File: src/rtl/search_pkg.sv
// search_pkg
// Shared types, constants and helpers for the brute-force search controller.
//   state_e    : controller states (IDLE, RUN, DRAIN, FOUND, DONE)
//   BASE_W     : base width for the default configuration (candidate minus lane bits)
//   N_LANES    : lane count for the default configuration
//   lowest_set : priority encoder returning the index of the lowest set flag
// The priority encoder handles up to MAX_LANES flags; narrower vectors are
// zero-extended by the caller, which limits LANE_BITS to MAX_LANE_BITS.
package search_pkg;

    localparam int DEF_CAND_W    = 32;
    localparam int DEF_LANE_BITS = 3;
    localparam int BASE_W        = DEF_CAND_W - DEF_LANE_BITS;
    localparam int N_LANES       = 2 ** DEF_LANE_BITS;

    localparam int MAX_LANE_BITS = 6;
    localparam int MAX_LANES     = 2 ** MAX_LANE_BITS;

    typedef enum logic [2:0] {
        IDLE,
        RUN,
        DRAIN,
        FOUND,
        DONE
    } state_e;

    // Scanning from the top down means the last hit written is the lowest
    // index, so the lowest lane wins when several lanes match at once.
    function automatic logic [MAX_LANE_BITS-1:0] lowest_set(input logic [MAX_LANES-1:0] flags);
        logic [MAX_LANE_BITS-1:0] idx;
        idx = '0;
        for (int i = MAX_LANES - 1; i >= 0; i--) begin
            if (flags[i]) begin
                idx = MAX_LANE_BITS'(i);
            end
        end
        return idx;
    endfunction

endpackage

File: src/rtl/search_controller_if.sv
// search_controller_if
// Bundles the control inputs, lane match flags and result outputs of the
// search controller.
//   clear, enable, step : board-side controls (step is a debounced pulse)
//   lane_found          : per-lane match flags from the pipeline array
//   base_out/base_valid : base presented to the lanes and its issue strobe
//   running/done/found  : status
//   found_candidate/found_lane : latched match result
// Modports: master = board/pipeline side, slave = controller.
interface search_controller_if #(
    parameter int CAND_W    = 32,
    parameter int LANE_BITS = 3
);
    import search_pkg::*;

    localparam int IF_BASE_W  = CAND_W - LANE_BITS;
    localparam int IF_N_LANES = 2 ** LANE_BITS;

    logic                  clear;
    logic                  enable;
    logic                  step;
    logic [IF_N_LANES-1:0] lane_found;
    logic [IF_BASE_W-1:0]  base_out;
    logic                  base_valid;
    logic                  running;
    logic                  done;
    logic                  found;
    logic [CAND_W-1:0]     found_candidate;
    logic [LANE_BITS-1:0]  found_lane;

    modport master (
        output clear, enable, step, lane_found,
        input  base_out, base_valid, running, done, found, found_candidate, found_lane
    );

    modport slave (
        input  clear, enable, step, lane_found,
        output base_out, base_valid, running, done, found, found_candidate, found_lane
    );

endinterface

File: src/rtl/result_delay_line.sv
// result_delay_line
// Fixed-depth shift register that replays each issue slot after DEPTH cycles,
// so the controller knows which base a lane result belongs to.
//   clk, rst_n : clock and asynchronous active-low reset
//   flush      : synchronous clear of every stage
//   slot       : value entering the line this cycle
//   tap        : value that entered DEPTH cycles ago
module result_delay_line #(
    parameter int WIDTH = 1,
    parameter int DEPTH = 1
) (
    input  logic             clk,
    input  logic             rst_n,
    input  logic             flush,
    input  logic [WIDTH-1:0] slot,
    output logic [WIDTH-1:0] tap
);

    logic [WIDTH-1:0] stages [DEPTH];

    // Shifts one stage per cycle, with or without a real issue, so bubbles
    // stay aligned with the pipelines. A flush empties every stage so that
    // nothing issued before a restart can later look like a match.
    always_ff @(posedge clk or negedge rst_n) begin
        if (!rst_n) begin
            for (int i = 0; i < DEPTH; i++) begin
                stages[i] <= '0;
            end
        end else if (flush) begin
            for (int i = 0; i < DEPTH; i++) begin
                stages[i] <= '0;
            end
        end else begin
            stages[0] <= slot;
            for (int i = 1; i < DEPTH; i++) begin
                stages[i] <= stages[i-1];
            end
        end
    end

    assign tap = stages[DEPTH-1];

endmodule

File: src/rtl/search_controller.sv
// search_controller
// Drives a base candidate to 2**LANE_BITS MD5 lanes (lane i hashes
// {base, i}). Supports free-run, pause and single-step. After the last base
// it drains the pipelines before reporting done. A latency-matched delay line
// lets it latch the exact candidate that matched.
//   CLK, reset_n : clock and asynchronous active-low reset
//   bus (slave)  : controls, lane match flags, issued base and results
module search_controller #(
    parameter int CAND_W       = 32,
    parameter int LANE_BITS    = 3,
    parameter int PIPE_LATENCY = 64
) (
    input  logic                CLK,
    input  logic                reset_n,
    search_controller_if.slave  bus
);
    import search_pkg::*;

    localparam int CTRL_BASE_W = CAND_W - LANE_BITS;
    localparam int DRAIN_W     = $clog2(PIPE_LATENCY + 1);
    localparam int TAP_W       = CTRL_BASE_W + 1;

    state_e                 state;
    state_e                 next_state;
    logic [CTRL_BASE_W-1:0] base_cnt;
    logic [DRAIN_W-1:0]     drain_cnt;
    logic [CAND_W-1:0]      cand_q;
    logic [LANE_BITS-1:0]   lane_q;
    logic                   issue;
    logic                   match;
    logic                   last_base;
    logic                   drain_expired;
    logic [TAP_W-1:0]       tap;
    logic                   tap_valid;
    logic [CTRL_BASE_W-1:0] tap_base;
    logic [LANE_BITS-1:0]   hit_lane;

    result_delay_line #(
        .WIDTH (TAP_W),
        .DEPTH (PIPE_LATENCY)
    ) u_delay (
        .clk   (CLK),
        .rst_n (reset_n),
        .flush (bus.clear),
        .slot  ({issue, base_cnt}),
        .tap   (tap)
    );

    assign {tap_valid, tap_base} = tap;
    assign hit_lane = LANE_BITS'(lowest_set(MAX_LANES'(bus.lane_found)));

    // State register.
    always_ff @(posedge CLK or negedge reset_n) begin
        if (!reset_n) begin
            state <= IDLE;
        end else begin
            state <= next_state;
        end
    end

    // Next state and issue decision. The all-ones base is the final issue,
    // so its cycle sends the FSM to DRAIN. Two overrides apply in order:
    // a match aligned with a valid tap beats a terminal issue or drain
    // expiry, and clear beats everything and cancels any issue.
    always_comb begin
        next_state    = state;
        issue         = 1'b0;
        last_base     = &base_cnt;
        drain_expired = (drain_cnt == DRAIN_W'(PIPE_LATENCY - 1));
        match         = tap_valid && (|bus.lane_found) &&
                        (state == IDLE || state == RUN || state == DRAIN);

        case (state)
            IDLE: begin
                if (bus.enable) begin
                    next_state = RUN;
                end else if (bus.step) begin
                    issue = 1'b1;
                    if (last_base) begin
                        next_state = DRAIN;
                    end
                end
            end
            RUN: begin
                if (!bus.enable) begin
                    next_state = IDLE;
                end else begin
                    issue = 1'b1;
                    if (last_base) begin
                        next_state = DRAIN;
                    end
                end
            end
            DRAIN: begin
                if (drain_expired) begin
                    next_state = DONE;
                end
            end
            FOUND:   next_state = FOUND;
            DONE:    next_state = DONE;
            default: next_state = IDLE;
        endcase

        if (match) begin
            next_state = FOUND;
        end

        if (bus.clear) begin
            next_state = IDLE;
            issue      = 1'b0;
        end
    end

    // Base counter, drain counter and latched result. The counter simply
    // wraps after the final base; the FSM is in DRAIN by then, so the
    // wrapped value is never issued. The drain counter only runs inside
    // DRAIN, so it starts from zero on entry.
    always_ff @(posedge CLK or negedge reset_n) begin
        if (!reset_n) begin
            base_cnt  <= '0;
            drain_cnt <= '0;
            cand_q    <= '0;
            lane_q    <= '0;
        end else if (bus.clear) begin
            base_cnt  <= '0;
            drain_cnt <= '0;
            cand_q    <= '0;
            lane_q    <= '0;
        end else begin
            if (issue) begin
                base_cnt <= base_cnt + 1'b1;
            end
            if (state != DRAIN) begin
                drain_cnt <= '0;
            end else if (!drain_expired) begin
                drain_cnt <= drain_cnt + 1'b1;
            end
            if (match) begin
                lane_q <= hit_lane;
                cand_q <= {tap_base, hit_lane};
            end
        end
    end

    assign bus.base_out        = base_cnt;
    assign bus.base_valid      = issue;
    assign bus.running         = (state == RUN) || (state == DRAIN);
    assign bus.done            = (state == DONE);
    assign bus.found           = (state == FOUND);
    assign bus.found_candidate = cand_q;
    assign bus.found_lane      = lane_q;

endmodule
File: src/flat_wrapper.sv
// flat-port wrapper written by rule: the top's interface ports become plain ports
module search_controller_flat import search_pkg::*;
#(
    parameter int CAND_W       = 32,
    parameter int LANE_BITS    = 3,
    parameter int PIPE_LATENCY = 64
)
  (CLK, reset_n, bus_clear, bus_enable, bus_step, bus_lane_found, bus_base_out, bus_base_valid, bus_running, bus_done, bus_found, bus_found_candidate, bus_found_lane);
  search_controller_if #(.CAND_W(CAND_W), .LANE_BITS(LANE_BITS)) bus_i ();
  input  logic CLK;
  input  logic reset_n;
  input wire logic [$bits(bus_i.clear)-1:0] bus_clear;
  input wire logic [$bits(bus_i.enable)-1:0] bus_enable;
  input wire logic [$bits(bus_i.step)-1:0] bus_step;
  input wire logic [$bits(bus_i.lane_found)-1:0] bus_lane_found;
  output wire logic [$bits(bus_i.base_out)-1:0] bus_base_out;
  output wire logic [$bits(bus_i.base_valid)-1:0] bus_base_valid;
  output wire logic [$bits(bus_i.running)-1:0] bus_running;
  output wire logic [$bits(bus_i.done)-1:0] bus_done;
  output wire logic [$bits(bus_i.found)-1:0] bus_found;
  output wire logic [$bits(bus_i.found_candidate)-1:0] bus_found_candidate;
  output wire logic [$bits(bus_i.found_lane)-1:0] bus_found_lane;
  assign bus_i.clear = bus_clear;
  assign bus_i.enable = bus_enable;
  assign bus_i.step = bus_step;
  assign bus_i.lane_found = bus_lane_found;
  assign bus_base_out = bus_i.base_out;
  assign bus_base_valid = bus_i.base_valid;
  assign bus_running = bus_i.running;
  assign bus_done = bus_i.done;
  assign bus_found = bus_i.found;
  assign bus_found_candidate = bus_i.found_candidate;
  assign bus_found_lane = bus_i.found_lane;
  search_controller #(.CAND_W(CAND_W), .LANE_BITS(LANE_BITS), .PIPE_LATENCY(PIPE_LATENCY)) u_core (.CLK(CLK), .reset_n(reset_n), .bus(bus_i));
endmodule
File: config.mk
export PLATFORM = sky130hd
export DESIGN_NAME = search_controller_flat
export DESIGN_NICKNAME = d
export VERILOG_FILES = /design/src/rtl/search_pkg.sv /design/src/rtl/search_controller_if.sv /design/src/rtl/result_delay_line.sv /design/src/rtl/search_controller.sv /design/src/flat_wrapper.sv
export SDC_FILE = /design/constraint.sdc
export NUM_CORES = 2
export LEC_CHECK = 0
export BUFFER_PORTS_ARGS = -buffer_cell sky130_fd_sc_hd__buf_2
export CORE_UTILIZATION = 40
export DETAILED_ROUTE_END_ITERATION = 7
export PLACE_DENSITY_LB_ADDON = 0.05
export SYNTH_ARGS = -nofsm -noshare
export SYNTH_HDL_FRONTEND = slang
export SYNTH_HIERARCHICAL = 1
export SYNTH_SLANG_ARGS = --single-unit
File: constraint.sdc
create_clock -name CLK -period 2.4 [get_ports CLK]
set_input_delay 0.24 -clock CLK [delete_from_list [all_inputs] [get_ports CLK]]
set_output_delay 0.24 -clock CLK [all_outputs]
set_load 0.005 [all_outputs]
# == Word level (Yosys, flattened, before mapping) ==
# Cells that the tools add are included.
# word_totals
reg_bits,1994
latchBits,0
ramBits,0
romBits,0
input_bits,13
output_inout_bits,68
elab_cells,122
memories,0
# op_classes
addsub,2
n_mul,0
n_div,0
n_lt_le_gt_ge,0
n_eq_ne,9
shift,0
mux,31
bitwise_logic,0
reduce_logical,11
# ops
cell,n
1920-bit two-way mux,1
32-bit two-way mux,2
29-bit two-way mux,2
3-bit two-way mux,17
"29-bit by 1-bit adder with 29-bit output, second input constant",1
29-bit AND reduction,1
7-bit two-way mux,3
3-bit one-hot mux with 5 select lines,1
8-bit OR reduction,1
"7-bit by 1-bit adder with 7-bit output, second input constant",1
"7-bit by 6-bit equality test with 1-bit output, second input constant",1
"3-bit by 2-bit equality test with 1-bit output, second input constant",2
"5-bit by 4-bit inequality test with 1-bit output, second input constant",1
1-bit two-way mux,4
"4-bit by 2-bit inequality test with 1-bit output, second input constant",1
2-bit nonzero test,2
"3-bit by 1-bit equality test with 1-bit output, second input constant",1
"3-bit equality test, second input constant",1
3-bit logical NOT,1
1-bit logical OR,3
"3-bit by 2-bit inequality test with 1-bit output, second input constant",1
"3-bit inequality test, second input constant",1
1-bit logical AND,2
1-bit one-hot mux with 2 select lines,1
2-bit AND reduction,1

# == Depth between registers and ports, before layout ==
# depth
ltp_word,10
ltp_mapped,7
ltp_nobuf,6

# == Modules after synthesis ==
# Netlist, hierarchy kept.
# modules_own_cells
module,n_inst,cells_each,area_per_inst_um2,seq_area_each_um2
result_delay_line,1,4083,61642.9,48046.1
search_controller,1,364,3388.2,1776.7

# == Worst setup path after synthesis ==
# No wires, ideal clock.
# synth_timing
kind,register -> register
start,"register u_core.base_cnt[8], in the netlist u_core/bus.base_out[8]"
end,register u_core.state[0]
setup_ns,0.131
arrival_ns,1.832
required_ns,2.269
path_slack_ns,0.436
path_stages_with_launch,6
n_path_buf,0
period_less_slack_ns,1.964
path_cell_list,dfrtp_1 nand4_1 or4_4 or4_4 nand4_1 o31ai_1
# synth_via
elab_chain_cells,7
word_cells_on_any_way,8
cone_classes,mux: 7; reduce/logical: 1
# synth_lines
element,line,text
start: declaration,search_controller.sv:25,logic [CTRL_BASE_W-1:0] base_cnt;
start signal: assignment,search_controller.sv:131,base_cnt <= base_cnt + 1'b1;
29-bit AND reduction (*),search_controller.sv:68,last_base = &base_cnt;
3-bit two-way mux (*),n/a,
3-bit two-way mux (2 in a row),n/a,
3-bit one-hot mux with 5 select lines (*),n/a,
3-bit two-way mux (*) (2 in a row),n/a,
end signal: assignment,search_controller.sv:57,state <= next_state;
end: declaration,search_controller.sv:23,state_e state;
# Mark *: on every way between the ends. The rest lies on a longest branch, timed or not. The select of a mux whose other input is x is not followed.
# A chain may end at the register's enable or synchronous reset.

# == Worst setup path in the final report ==
# layout_timing
start,register u_core.state[0]
end,output bus_base_valid
# layout_via
elab_chain_cells,3
word_cells_on_any_way,4
cone_classes,eq/ne: 1; mux: 2; reduce/logical: 1
# layout_lines
element,line,text
3-bit by 1-bit equality test with 1-bit output or 3-bit logical NOT (tied branches),search_controller.sv:73,case (state)
1-bit one-hot mux with 2 select lines (*),search_controller.sv:73,
1-bit two-way mux (*),search_controller.sv:108,if (bus.clear) begin
end: declaration,flat_wrapper.sv:17,output wire logic [$bits(bus_i.base_valid)-1:0] bus_base_valid;
# Mark *: on every way between the ends. The rest lies on a longest branch, timed or not.

==> summary.md <==
| Metric | Value |
|---|---|
| CTS tree | yes |
| Reg2reg end | u_core/bus.found_candidate[1]$_DFFE_PN0P_ |
| Power Total | 66.7 mW |
| Initial Utilization | 40.4% |
| Ant. Diodes | 0 |
| Nets | approximately 4600 |
| # IOs | 81 |
| Xor-xnor portion of the synthesized cell area | 0.444% |
| Crit Path Class | reg2out |
| Total CTS buffers | between 200 and 250 |
| Max VDD drop | 698 uV |
| Max_cap viols | 0 |
| Setup_tns | 0 ps |
| FMAX | roughly 0.44 GHz |
| Min-delay src | bus_lane_found[6] |
| CTS Root Cell | clkbuf_16 |
| Clk slew on worst S/H paths | ~60 ps |
| Switching power | 13.9 mW |
| FILL cells | approximately 14000 |
| Layout cells sized above 1 | between 10% and 20% |
| Worst path cell trace | or3b_4 -> a21o_4 -> nor2_2 -> buf_2 |
| Number of global-route vias before repair | ~32000 |
| Die Y | 405 microns |
| Worst Path Required | about 2200 ps |
| Relative slew margins | approximately three fifths |
| HPWL Detailed | 48.7 mm |
| Gpl congestion | around 0.7 |
| Core Area | 161000 sq um |
| Area of the multi-input gates | 14000 sq um |
| GRT Residual Overflow | 0 |
| Hold Fails Final Rpt | 0 |
| Clock latency on the worst-skew pair | about 800 ps |
| Area share of fa/ha/maj cells after synthesis | less than 1% |
| HP Class | in2reg |
| Mapped Area | between 60000 and 70000 sq um |
| Port Buffers | 80 |
| Worst slew pin tran | roughly 610 ps |
| Origin of the critical flop-to-flop path | u_core/state[0]$_DFFE_PN0P_ |
| Number of synthesized flops with an enable pin | 0 |
| Global-route wire length before repair | between 150 and 200 mm |
| Yosys Warn Count | 6 |
| Post-route ant nets | 0 |
| Yosys reg bits | roughly 2000 |
| Initial antenna violation count | 0 |
| Fin crit share | between 90 and 100% |
| Run status | finished clean |
| Endpoint of the worst hold path | u_core/state[0]$_DFFE_PN0P_ |
| DRT Pass-1 Iters | 4 |
| Synth cell types | 43 |
| Asr flop ratio synth | 100% |
| Power per cell area | 880 nW/um^2 |
| Max H-tree Level | 4 |
| Most common cell after layout, fill and taps aside | dfrtp_1 |
| RSZ-0062 raised after global routing | no |
| Slowest stage delay, CP | 430 ps |
| DR iter-0 viols | roughly 1600 |
| Simple-Gate Fraction of Synth Area | approximately a fifth |
| Final design utilization | between 40 and 50% |
| Leak | just under 40 nW |
| Final clock skew | approximately 20 ps |
| Worst-path maximum fanout | 2 |
| Synthesis-to-finish area growth | 16.5% |
| Vias/cell | 4.31 |
| Synth Flop Type | dfrtp_1 |
| Post-Syn Area per Cell | between 10 and 15 sq um |
| Synth Instances | roughly 4400 |
| Sw Share | approximately a fifth |
| Via Count | between 20000 and 30000 |
| Setup-failing EPs final | 0 |
| GRT Util Overall | between 10% and 20% |
| Clock power frac | a little under half |
| Combinational power share | 2.4% |
| Post-synthesis compound-gate area fraction | less than 1% |
| Crit path DAT | 2020 ps |
| Crit path time final | approximately 2300 ps |
| Largest family of logic cells by synthesized area | simple AND/OR/NAND/NOR gates |
| Sink Count | about 2000 |
| Sequential Power Share | about half |
| Mux cell area share after synthesis | less than 1% |
| Post-DR wirelength/cell | between 10 and 15 microns |
| Pre-CTS WS | around 240 ps |
| Hold path cells | 5 |
| Int Power | roughly 53 mW |
| Pin count of the biggest net entering global routing | ~130 |
| Sequential cell area fraction in the yosys report | between 70% and 80% |
| Most frequent cells in the layout | dfrtp_1 (1989), nor2b_1 (1582), and2b_1 (340) |
| Final WL | 94.4 mm |
| Fin worst setup slack | about 140 ps |
| Reg area | ~50000 sq um |
| R2R cell count | 7 |
| Flop-to-flop setup slack | 160 ps |
| Worst setup EP type | output port |
| Die area | 164000 sq um |
| Syn_nets | 4462 |
| Die W | roughly 410 microns |
| Worst Setup Start Kind | flip-flop |
| CP max-delay cell | or3b_4 |
| Slew Limit Fails | 0 |
| Clk buf depth | 3 |
| Rows | roughly 150 |
| Detailed-route DRC error count | 0 |
[Yosys cell counts (2+ instances only)]
cell type / number / share of area [%]
dfrtp_1: 1991 / 77
nor2b_1: 1582 / 15
and2b_1: 340 / 3.9
clkbuf_1: 205 / 1.2
nand2_1: 73 / 0.42
nor2_1: 42 / 0.24
a21oi_1: 38 / 0.29
buf_4: 37 / 0.43
xor2_1: 18 / 0.24
buf_6: 16 / 0.28
xnor2_1: 15 / 0.20
nand4_1: 14 / 0.13
nand3_1: 12 / 0.092
and4_1: 6 / 0.081
buf_2: 5 / 0.038
inv_1: 5 / 0.029
and3_1: 4 / 0.038
o21ai_0: 4 / 0.031
a211oi_1: 3 / 0.035
and2_1: 3 / 0.029
nor3_1: 3 / 0.023
nor4_1: 3 / 0.029
a2111oi_2: 2 / 0.046
a21o_1: 2 / 0.023
ha_1: 2 / 0.038
nor3b_1: 2 / 0.023
or2_2: 2 / 0.019
or4_1: 2 / 0.023
or4_4: 2 / 0.035
[logic make-up after synthesis]
| kind of cell | count (synthesis) |
|---|---|
| simple gates | 2095 |
| flops | 1991 |
| buf+inv | 268 |
| compound gates | 57 |
| xor+xnor | 33 |
| fa+ha+maj | 2 |
| mux | 1 |
[repair_timing]
item | in CTS | in global routing
pin swaps | 2 | 0
hold endpoints to repair | 983 | 0
buffers inserted | 2 | 0
setup endpoints to repair | 1 | 2
resized for setup | 5 | 3
hold buffers | 13 | 0
[routing by layer]
layer  up-vias  share of wire, %  GRT usage (%)
li1      13900                 -              -
met1     15600                47           16.9
met5         -                 0              0
met3       199               3.7           2.89
met2       300                47           18.7
met4         0               2.5           4.28
[critical path: cells and delay by family, from the launching register on]
kind / cells / cell delay, ps
simple gates: 2 / 500
flops: 1 / 380
compound gates: 1 / 240
buf+inv: 1 / 110
[power by group through the flow]
stage               Clock (mW)  Sequential [mW]  Combinational (mW)
floorplan                    0             34.2               0.540
global placement             0             34.2                1.67
detailed placement           0             34.2                1.68
CTS                       32.8             33.6                1.70
global route              34.1             33.6                1.86
finish                    31.5             33.6                1.59
[how the worst max path moves through the flow]
stage,startpoint,to,slack [ps],cells past startpoint
3_5_place_dp,u_core/bus.base_out[10]$_DFFE_PN0P_,u_core/state[0]$_DFFE_PN0P_,240,5
4_1_cts,u_core/state[0]$_DFFE_PN0P_,bus_base_valid,20,4
3_3_place_gp,u_core/bus.base_out[10]$_DFFE_PN0P_,u_core/state[0]$_DFFE_PN0P_,310,5
5_1_grt,u_core/state[0]$_DFFE_PN0P_,bus_base_valid,30,4
6_report,u_core/state[0]$_DFFE_PN0P_,bus_base_valid,140,4
2_1_floorplan,u_core/bus.base_out[8]$_DFFE_PN0P_,u_core/state[0]$_DFFE_PN0P_,440,5
[flip-flops by register name (all words and copies together) (netlist names)]
signal	count
u_core/u_delay/stages	1890
u_core/bus.found_candidate	32
u_core/u_delay/tap	30
u_core/bus.base_out	29
u_core/drain_cnt	7
u_core/state	3
[metrics by stage]
step	instance area, sq um	instances	hold slack, ps
finish	75800	6956	252
global route	75800	6956	229
CTS	75800	6956	146
detailed placement	68700	6568	277
global placement	68700	6568	282
floorplan	65000	4447	-55.6
[cell type report]
type | count | share of cell area [%]
clock buffers | 331 | 8.45
clock inverters | 42 | 0.636
inverters | 5 | 0.0248
multi-input cells | 2188 | 18.4
flip-flops and latches | 1991 | 65.8
well taps | 2160 | 3.57
repair buffers | 239 | 3.14
Power figures use the tool's default switching activity.
